## src/rtl/mem_pkg.sv

```systemverilog
// Shared helpers for the byte-enabled 2R1W memory: address-to-index, byte merge, FSM states.
package mem_pkg;
  localparam int MAX_W = 256;
  localparam int MAX_B = MAX_W / 8;

  typedef enum logic {ST_IDLE = 1'b0, ST_CLEAR = 1'b1} state_t;

  // Byte address to word index; the two low bits select a byte and are dropped.
  function automatic logic [31:0] addr2idx(input logic [31:0] addr);
    return {2'b00, addr[31:2]};
  endfunction

  // Callers widen to MAX_W and truncate the result back to their own WIDTH.
  function automatic logic [MAX_W-1:0] byte_merge(input logic [MAX_W-1:0] old_w,
                                                  input logic [MAX_W-1:0] new_w,
                                                  input logic [MAX_B-1:0] be);
    logic [MAX_W-1:0] m;
    m = old_w;
    for (int b = 0; b < MAX_B; b++)
      if (be[b]) m[b*8 +: 8] = new_w[b*8 +: 8];
    return m;
  endfunction
endpackage

```

## src/rtl/mem_rd_port.sv

```systemverilog
// One read port: range check, write-first bypass merge and optional output register.
module mem_rd_port
  import mem_pkg::*;
#(
  parameter int WIDTH      = 32,
  parameter int DEPTH      = 64,
  parameter int RD_LATENCY = 1,
  localparam int AW = $clog2(DEPTH) + 2,
  localparam int IW = AW - 2,
  localparam int NB = WIDTH / 8
) (
  input  logic             clk,
  input  logic             rst,
  input  logic             i_busy,
  input  logic             i_en,
  input  logic [AW-1:0]    i_addr,
  input  logic [WIDTH-1:0] i_word,
  input  logic             i_wr_en,
  input  logic [IW-1:0]    i_wr_idx,
  input  logic [WIDTH-1:0] i_wr_din,
  input  logic [NB-1:0]    i_wr_be,
  output logic [IW-1:0]    o_idx,
  output logic             o_err,
  output logic [WIDTH-1:0] o_dout,
  output logic             o_valid
);
  logic [31:0]      w_idx;
  logic             w_inr;
  logic             w_hit;
  logic [WIDTH-1:0] w_data;

  assign w_idx = addr2idx(32'(i_addr));
  assign w_inr = (w_idx < 32'(DEPTH));
  assign o_idx = IW'(w_idx);
  assign o_err = i_en & ~w_inr;
  // i_wr_en is already range-qualified, so a hit implies an in-range index.
  assign w_hit = i_wr_en & (i_wr_idx == o_idx);

  always_comb begin
    w_data = '0;
    if (w_inr)
      w_data = w_hit ? WIDTH'(byte_merge(MAX_W'(i_word), MAX_W'(i_wr_din), MAX_B'(i_wr_be)))
                     : i_word;
  end

  generate
    if (RD_LATENCY == 0) begin : g_comb
      assign o_valid = i_en & ~i_busy & ~rst;
      assign o_dout  = (i_busy | rst) ? '0 : w_data;
    end else begin : g_reg
      logic             r_valid;
      logic [WIDTH-1:0] r_dout;
      always_ff @(posedge clk) begin
        if (rst) begin
          r_valid <= 1'b0;
          r_dout  <= '0;
        end else begin
          r_valid <= i_en & ~i_busy;
          if (i_busy)    r_dout <= '0;
          else if (i_en) r_dout <= w_data;
        end
      end
      assign o_valid = r_valid & ~i_busy & ~rst;
      assign o_dout  = (i_busy | rst) ? '0 : r_dout;
    end
  endgenerate
endmodule

```

## src/rtl/mem_2r1w_be.sv

```systemverilog
// Two-read one-write byte-enabled memory with optional zero-fill after reset.
module mem_2r1w_be
  import mem_pkg::*;
#(
  parameter int WIDTH          = 32,
  parameter int DEPTH          = 64,
  parameter int RD_LATENCY     = 1,
  parameter bit CLEAR_ON_RESET = 1'b1,
  parameter     MEMDATA        = "",
  localparam int AW = $clog2(DEPTH) + 2,
  localparam int NB = WIDTH / 8
) (
  input  logic             clk,
  input  logic             rst,
  input  logic [AW-1:0]    rd_addr0,
  input  logic [AW-1:0]    rd_addr1,
  input  logic             rd_en0,
  input  logic             rd_en1,
  output logic [WIDTH-1:0] rd_dout0,
  output logic [WIDTH-1:0] rd_dout1,
  output logic             rd_valid0,
  output logic             rd_valid1,
  input  logic [AW-1:0]    wr_addr0,
  input  logic [WIDTH-1:0] wr_din0,
  input  logic [NB-1:0]    wr_be0,
  input  logic             we0,
  output logic             busy,
  output logic             addr_err
);
  localparam int IW  = AW - 2;
  localparam int NRP = 2;

  logic [WIDTH-1:0] r_mem [DEPTH];
  state_t           r_state, w_state_nxt;
  logic [IW-1:0]    r_cnt, w_cnt_nxt;

  logic [31:0]      w_wr_idx32;
  logic [IW-1:0]    w_wr_idx;
  logic             w_wr_inr, w_wr_en;
  logic [WIDTH-1:0] w_wr_word;

  logic [NRP-1:0][AW-1:0]    w_raddr;
  logic [NRP-1:0]            w_ren, w_rvld, w_rerr;
  logic [NRP-1:0][IW-1:0]    w_ridx;
  logic [NRP-1:0][WIDTH-1:0] w_rdout;

  assign busy = rst ? CLEAR_ON_RESET : (r_state == ST_CLEAR);

  always_ff @(posedge clk) begin
    if (rst) begin
      r_state <= CLEAR_ON_RESET ? ST_CLEAR : ST_IDLE;
      r_cnt   <= '0;
    end else begin
      r_state <= w_state_nxt;
      r_cnt   <= w_cnt_nxt;
    end
  end

  always_comb begin
    w_state_nxt = r_state;
    w_cnt_nxt   = r_cnt;
    case (r_state)
      ST_CLEAR: begin
        w_cnt_nxt = r_cnt + 1'b1;
        if (r_cnt == IW'(DEPTH - 1)) begin
          w_state_nxt = ST_IDLE;
          w_cnt_nxt   = '0;
        end
      end
      default: ;
    endcase
  end

  assign w_wr_idx32 = addr2idx(32'(wr_addr0));
  assign w_wr_inr   = (w_wr_idx32 < 32'(DEPTH));
  assign w_wr_idx   = IW'(w_wr_idx32);
  assign w_wr_en    = we0 & w_wr_inr & ~busy;
  assign w_wr_word  = WIDTH'(byte_merge(MAX_W'(r_mem[w_wr_idx]), MAX_W'(wr_din0), MAX_B'(wr_be0)));

  // Zero-fill only runs out of reset so memory is never cleared by rst itself.
  always_ff @(posedge clk) begin
    if (r_state == ST_CLEAR && !rst) r_mem[r_cnt]    <= '0;
    else if (w_wr_en)                r_mem[w_wr_idx] <= w_wr_word;
  end

  assign w_raddr = {rd_addr1, rd_addr0};
  assign w_ren   = {rd_en1, rd_en0};

  for (genvar p = 0; p < NRP; p++) begin : g_rd
    mem_rd_port #(.WIDTH(WIDTH), .DEPTH(DEPTH), .RD_LATENCY(RD_LATENCY)) u_rd (
      .clk      (clk),
      .rst      (rst),
      .i_busy   (busy),
      .i_en     (w_ren[p]),
      .i_addr   (w_raddr[p]),
      .i_word   (r_mem[w_ridx[p]]),
      .i_wr_en  (w_wr_en),
      .i_wr_idx (w_wr_idx),
      .i_wr_din (wr_din0),
      .i_wr_be  (wr_be0),
      .o_idx    (w_ridx[p]),
      .o_err    (w_rerr[p]),
      .o_dout   (w_rdout[p]),
      .o_valid  (w_rvld[p])
    );
  end

  assign {rd_dout1, rd_dout0}   = w_rdout;
  assign {rd_valid1, rd_valid0} = w_rvld;
  assign addr_err = |w_rerr | (we0 & ~w_wr_inr);
endmodule

```

## config.mk

```make
export PLATFORM = sky130hd
export DESIGN_NAME = mem_2r1w_be
export DESIGN_NICKNAME = d
export VERILOG_FILES = /design/src/rtl/mem_pkg.sv /design/src/rtl/mem_rd_port.sv /design/src/rtl/mem_2r1w_be.sv
export SDC_FILE = /design/constraint.sdc
export NUM_CORES = 2
export LEC_CHECK = 0
export BUFFER_PORTS_ARGS = -buffer_cell sky130_fd_sc_hd__buf_2
export CAP_MARGIN = 10
export CELL_PAD_IN_SITES_DETAIL_PLACEMENT = 0
export CELL_PAD_IN_SITES_GLOBAL_PLACEMENT = 2
export CORE_MARGIN = 10
export CORE_UTILIZATION = 47
export CTS_BUF_LIST = sky130_fd_sc_hd__clkbuf_4 sky130_fd_sc_hd__clkbuf_8
export CTS_CLUSTER_SIZE = 8
export DETAILED_ROUTE_END_ITERATION = 12
export PLACE_DENSITY_LB_ADDON = 0.1
export SLEW_MARGIN = 10
export SYNTH_ARGS = -nofsm -noshare
export SYNTH_HDL_FRONTEND = slang
export SYNTH_HIERARCHICAL = 1
export SYNTH_SLANG_ARGS = --single-unit
```

## constraint.sdc

```tcl
create_clock -name clk -period 2.7 [get_ports clk]
set_clock_uncertainty 0.05 [all_clocks]
set_input_delay 0 -clock clk [delete_from_list [all_inputs] [get_ports clk]]
set_output_delay 0 -clock clk [all_outputs]
set_load 0.02 [all_outputs]
```

==> results.md <==
* DR pass1 iterations at 6
* Sequential area share after synthesis at 62.6%
* I/O Pins at 133
* GRT Residual Overflow at 0
* Min-delay src: wr_din0[18]
* PD cells at 572 nW/um^2
* Initial DRC count at 8052
* Worst Tran Pin Value at 1.31 ns
* Delay-heaviest family, CP: simple AND/OR/NAND/NOR gates
* Unrepaired setup endpoints after global routing: true
* Placed Cells at 8671
* Status: complete, but fails checks
* WL final at 354 mm
* Worst EP required at 2.65 ns
* Register bit total from synthesis at 2121
* Core area at 213000 sq um
* Worst-path clk slew at 0.07 ns
* Reg area at 63000 sq um
* Ys flop type: edfxtp_1
* FP Rows at 169
* Crit-path cells: buf_6 > or2_4 > nor2_4 > buf_12 > buf_12 > and2_4 > buf_6
* CP bufs+invs at 4
* Worst endpoint data arrival time at 2.72 ns
* Core Util, Final at 58.2%
* Mapped Area at 101000 sq um
* Gpl congestion at 0.902
* Post-route cell area at 124000 sq um
* Mean Syn Cell Area at 19.2 sq um
* Final period util at 102%
* Leak Pwr at 0.0445 uW
* Final Hold Vio Count at 0
* Placement-stage cell area at 113000 sq um
* Non-filler cells, final at 9507
* Global-route wire length before repair at 490 mm
* Vias at 62900
* Largest net degree at the start of global routing at 65
* DR vias/cell at 6.61
* I/O Buffers at 125
* Post-route setup slack at -0.0663 ns
* Hold WS at 0.0814 ns
* F_max at 361 MHz
* CP max-delay cell: dfxtp_2
* CTS sink count at 2121
* Asr flop ratio synth at 0%
* Number of flops mapped to enable cells by yosys at 2048
* Gr usage total at 29.9%
* Netlist cell types at 63
* Dpl hpwl at 241 mm
* NumNets Final at 6487
* Routed Antenna Nets at 0
* Critical path type: flip-flop to primary output
* Drt wl/cell at 37.2 um
* Num CTS Buffers at 374
* Share of cells above drive strength 1 at 46.8%
* Vias in the first global route at 63200
* Clock latency on the worst-skew pair at 1.14 ns
* CP startpoint: r_state
* Die Span X at 483 um
* CTS root buffer: clkbuf_8
* CP max stage delay at 0.34 ns
* Die Y at 483 um
* Yosys warnings at 6
* Die area at 233000 sq um
* Worst r2r src: r_state
* Residual DRC at 0
* Most common cell after layout, fill and taps aside: edfxtp_1
* Fill count at 16000
* CP Launch Type: flip-flop
* Max-Cap Viols at 0
* Failing checks: negative setup slack
* Area of the multi-input gates at 36500 sq um
* VDD IR-drop max at 567 uV
* Max-slew violation count at 0
* Final setup fails at 137
* Max Root-Sink Buffers at 4
* Worst rel slew slack at 12.7%
* HP Class: input pin to flip-flop
* Fin crit period at 2.77 ns
* Initial antenna violation count at 32
* Critical Path End Type: primary output
* Worst-path fanout max at 7
* DP Worst Slack at -0.955 ns
* Post-Synthesis Cells at 5236
* H-tree levels at 5
* Most frequent cells in the layout: edfxtp_1, mux4_2, buf_4, clkbuf_8, buf_12
* Syn-to-layout area delta at 22.8%
* CTS tree: yes
* Starting Density at 47.4%
* Syn nets at 5302
-- report_power, final --
part	leakage (uW)	internal, uW	total (uW)	switching [uW]
logic	0.0187	2920	6560	3650
clock network	0.00366	15200	28400	13200
registers	0.0221	35600	35700	48.0
total	0.0445	53800	70600	16900
-- cells in the mapped netlist (12+ instances only) --
master,instances,area share (%)
a22oi_1,15,0.11
buf_1,32,0.12
nor2b_1,17,0.11
mux2_2,63,0.70
mux4_2,1134,25
xnor2_1,12,0.10
mux2i_1,213,2.1
clkbuf_1,216,0.81
buf_2,132,0.66
nor2_1,312,1.2
dfxtp_1,73,1.5
nand3_1,63,0.31
o31ai_1,65,0.48
and2_1,109,0.68
a211oi_1,16,0.12
a21oi_1,123,0.61
a31oi_1,18,0.11
edfxtp_1,2048,61
o31a_1,64,0.56
o22ai_1,46,0.29
o21ai_0,61,0.30
nand2_1,126,0.47
a221oi_1,22,0.19
o221ai_1,21,0.18
buf_4,63,0.47
inv_1,18,0.067
o211ai_1,20,0.15
-- sequential cells by signal, summed over array words and instances, names as in the netlist --
register / cells
g_rd.u_rd/g_reg.r_valid: 2
r_state: 1
g_rd.u_rd/g_reg.r_dout: 64
r_mem: 2048
r_cnt: 6
-- worst register-to-register path, cell delays in order, from the launching register on --
cell,delay (ns)
dfxtp_2,0.34
nor3b_2,0.22
buf_4,0.26
nand4_4,0.15
dlygate4sd3_1,0.73
o31ai_1,0.65
a21oi_1,0.15
-- layer usage --
metal  GRT usage [%]  part of all wire, %  vias to the layer above
met2            46.6                   47                     3752
met5               0                0.033                        -
li1                -                    -                    24900
met1            40.6                   39                    33600
met4            10.7                  3.6                       18
met3            8.27                   11                      657
-- through the flow --
step | total power, uW | setup TNS (ns)
2_1_floorplan | 39700 | -16.08
3_3_place_gp | 42600 | -339.25
3_5_place_dp | 42600 | -302.33
4_1_cts | 71000 | -62.73
5_1_grt | 72900 | -1.82
6_report | 70600 | -1.66
-- final timing paths --
check                                  end  slack (ns)  cells past startpoint
max                           rd_dout0[27]       -0.07                      7
min                          r_mem[48][18]        0.08                      4
max reg2reg   g_rd[0].u_rd/g_reg.r_dout[8]       -0.05                      6
min reg2reg  g_rd[0].u_rd/g_reg.r_dout[17]        0.48                      2
-- cell type report --
class                   count  share of cell area, %
clock buffers             501                   5.00
well taps                2821                   2.86
multi-input cells        2645                   29.6
inverters                  21                 0.0678
clock inverters           133                  0.571
repair buffers           1258                   11.0
diodes                      7                 0.0142
flip-flops and latches   2121                   50.9
-- timing repair --
item,CTS,global route
pin swaps,15,20
endpoints found under the setup margin,1990,1852
gates resized for setup,355,192
hold endpoints to repair,2706,0
cloned,6,8
hold buffers,159,0
setup buffers,18,9
-- logic make-up (layout without fill, tap and decap cells) --
kind of cell               count (synthesis)  count (layout)  share of synthesized area, %
and+or+nand+nor                          675             675                          3.06
AOI/OAI and AO/OA                        543             543                          3.84
adders and majority gates                  1               1                        0.0124
other                                      2               9                       0.00746
muxes                                   1410            1410                          28.2
DFF                                     2121            2121                          62.6
xor gates and xnor gates                  14              14                         0.122
buffers and inverters                    470            1913                          2.20
No activity file was read; power rests on OpenSTA's default activity.
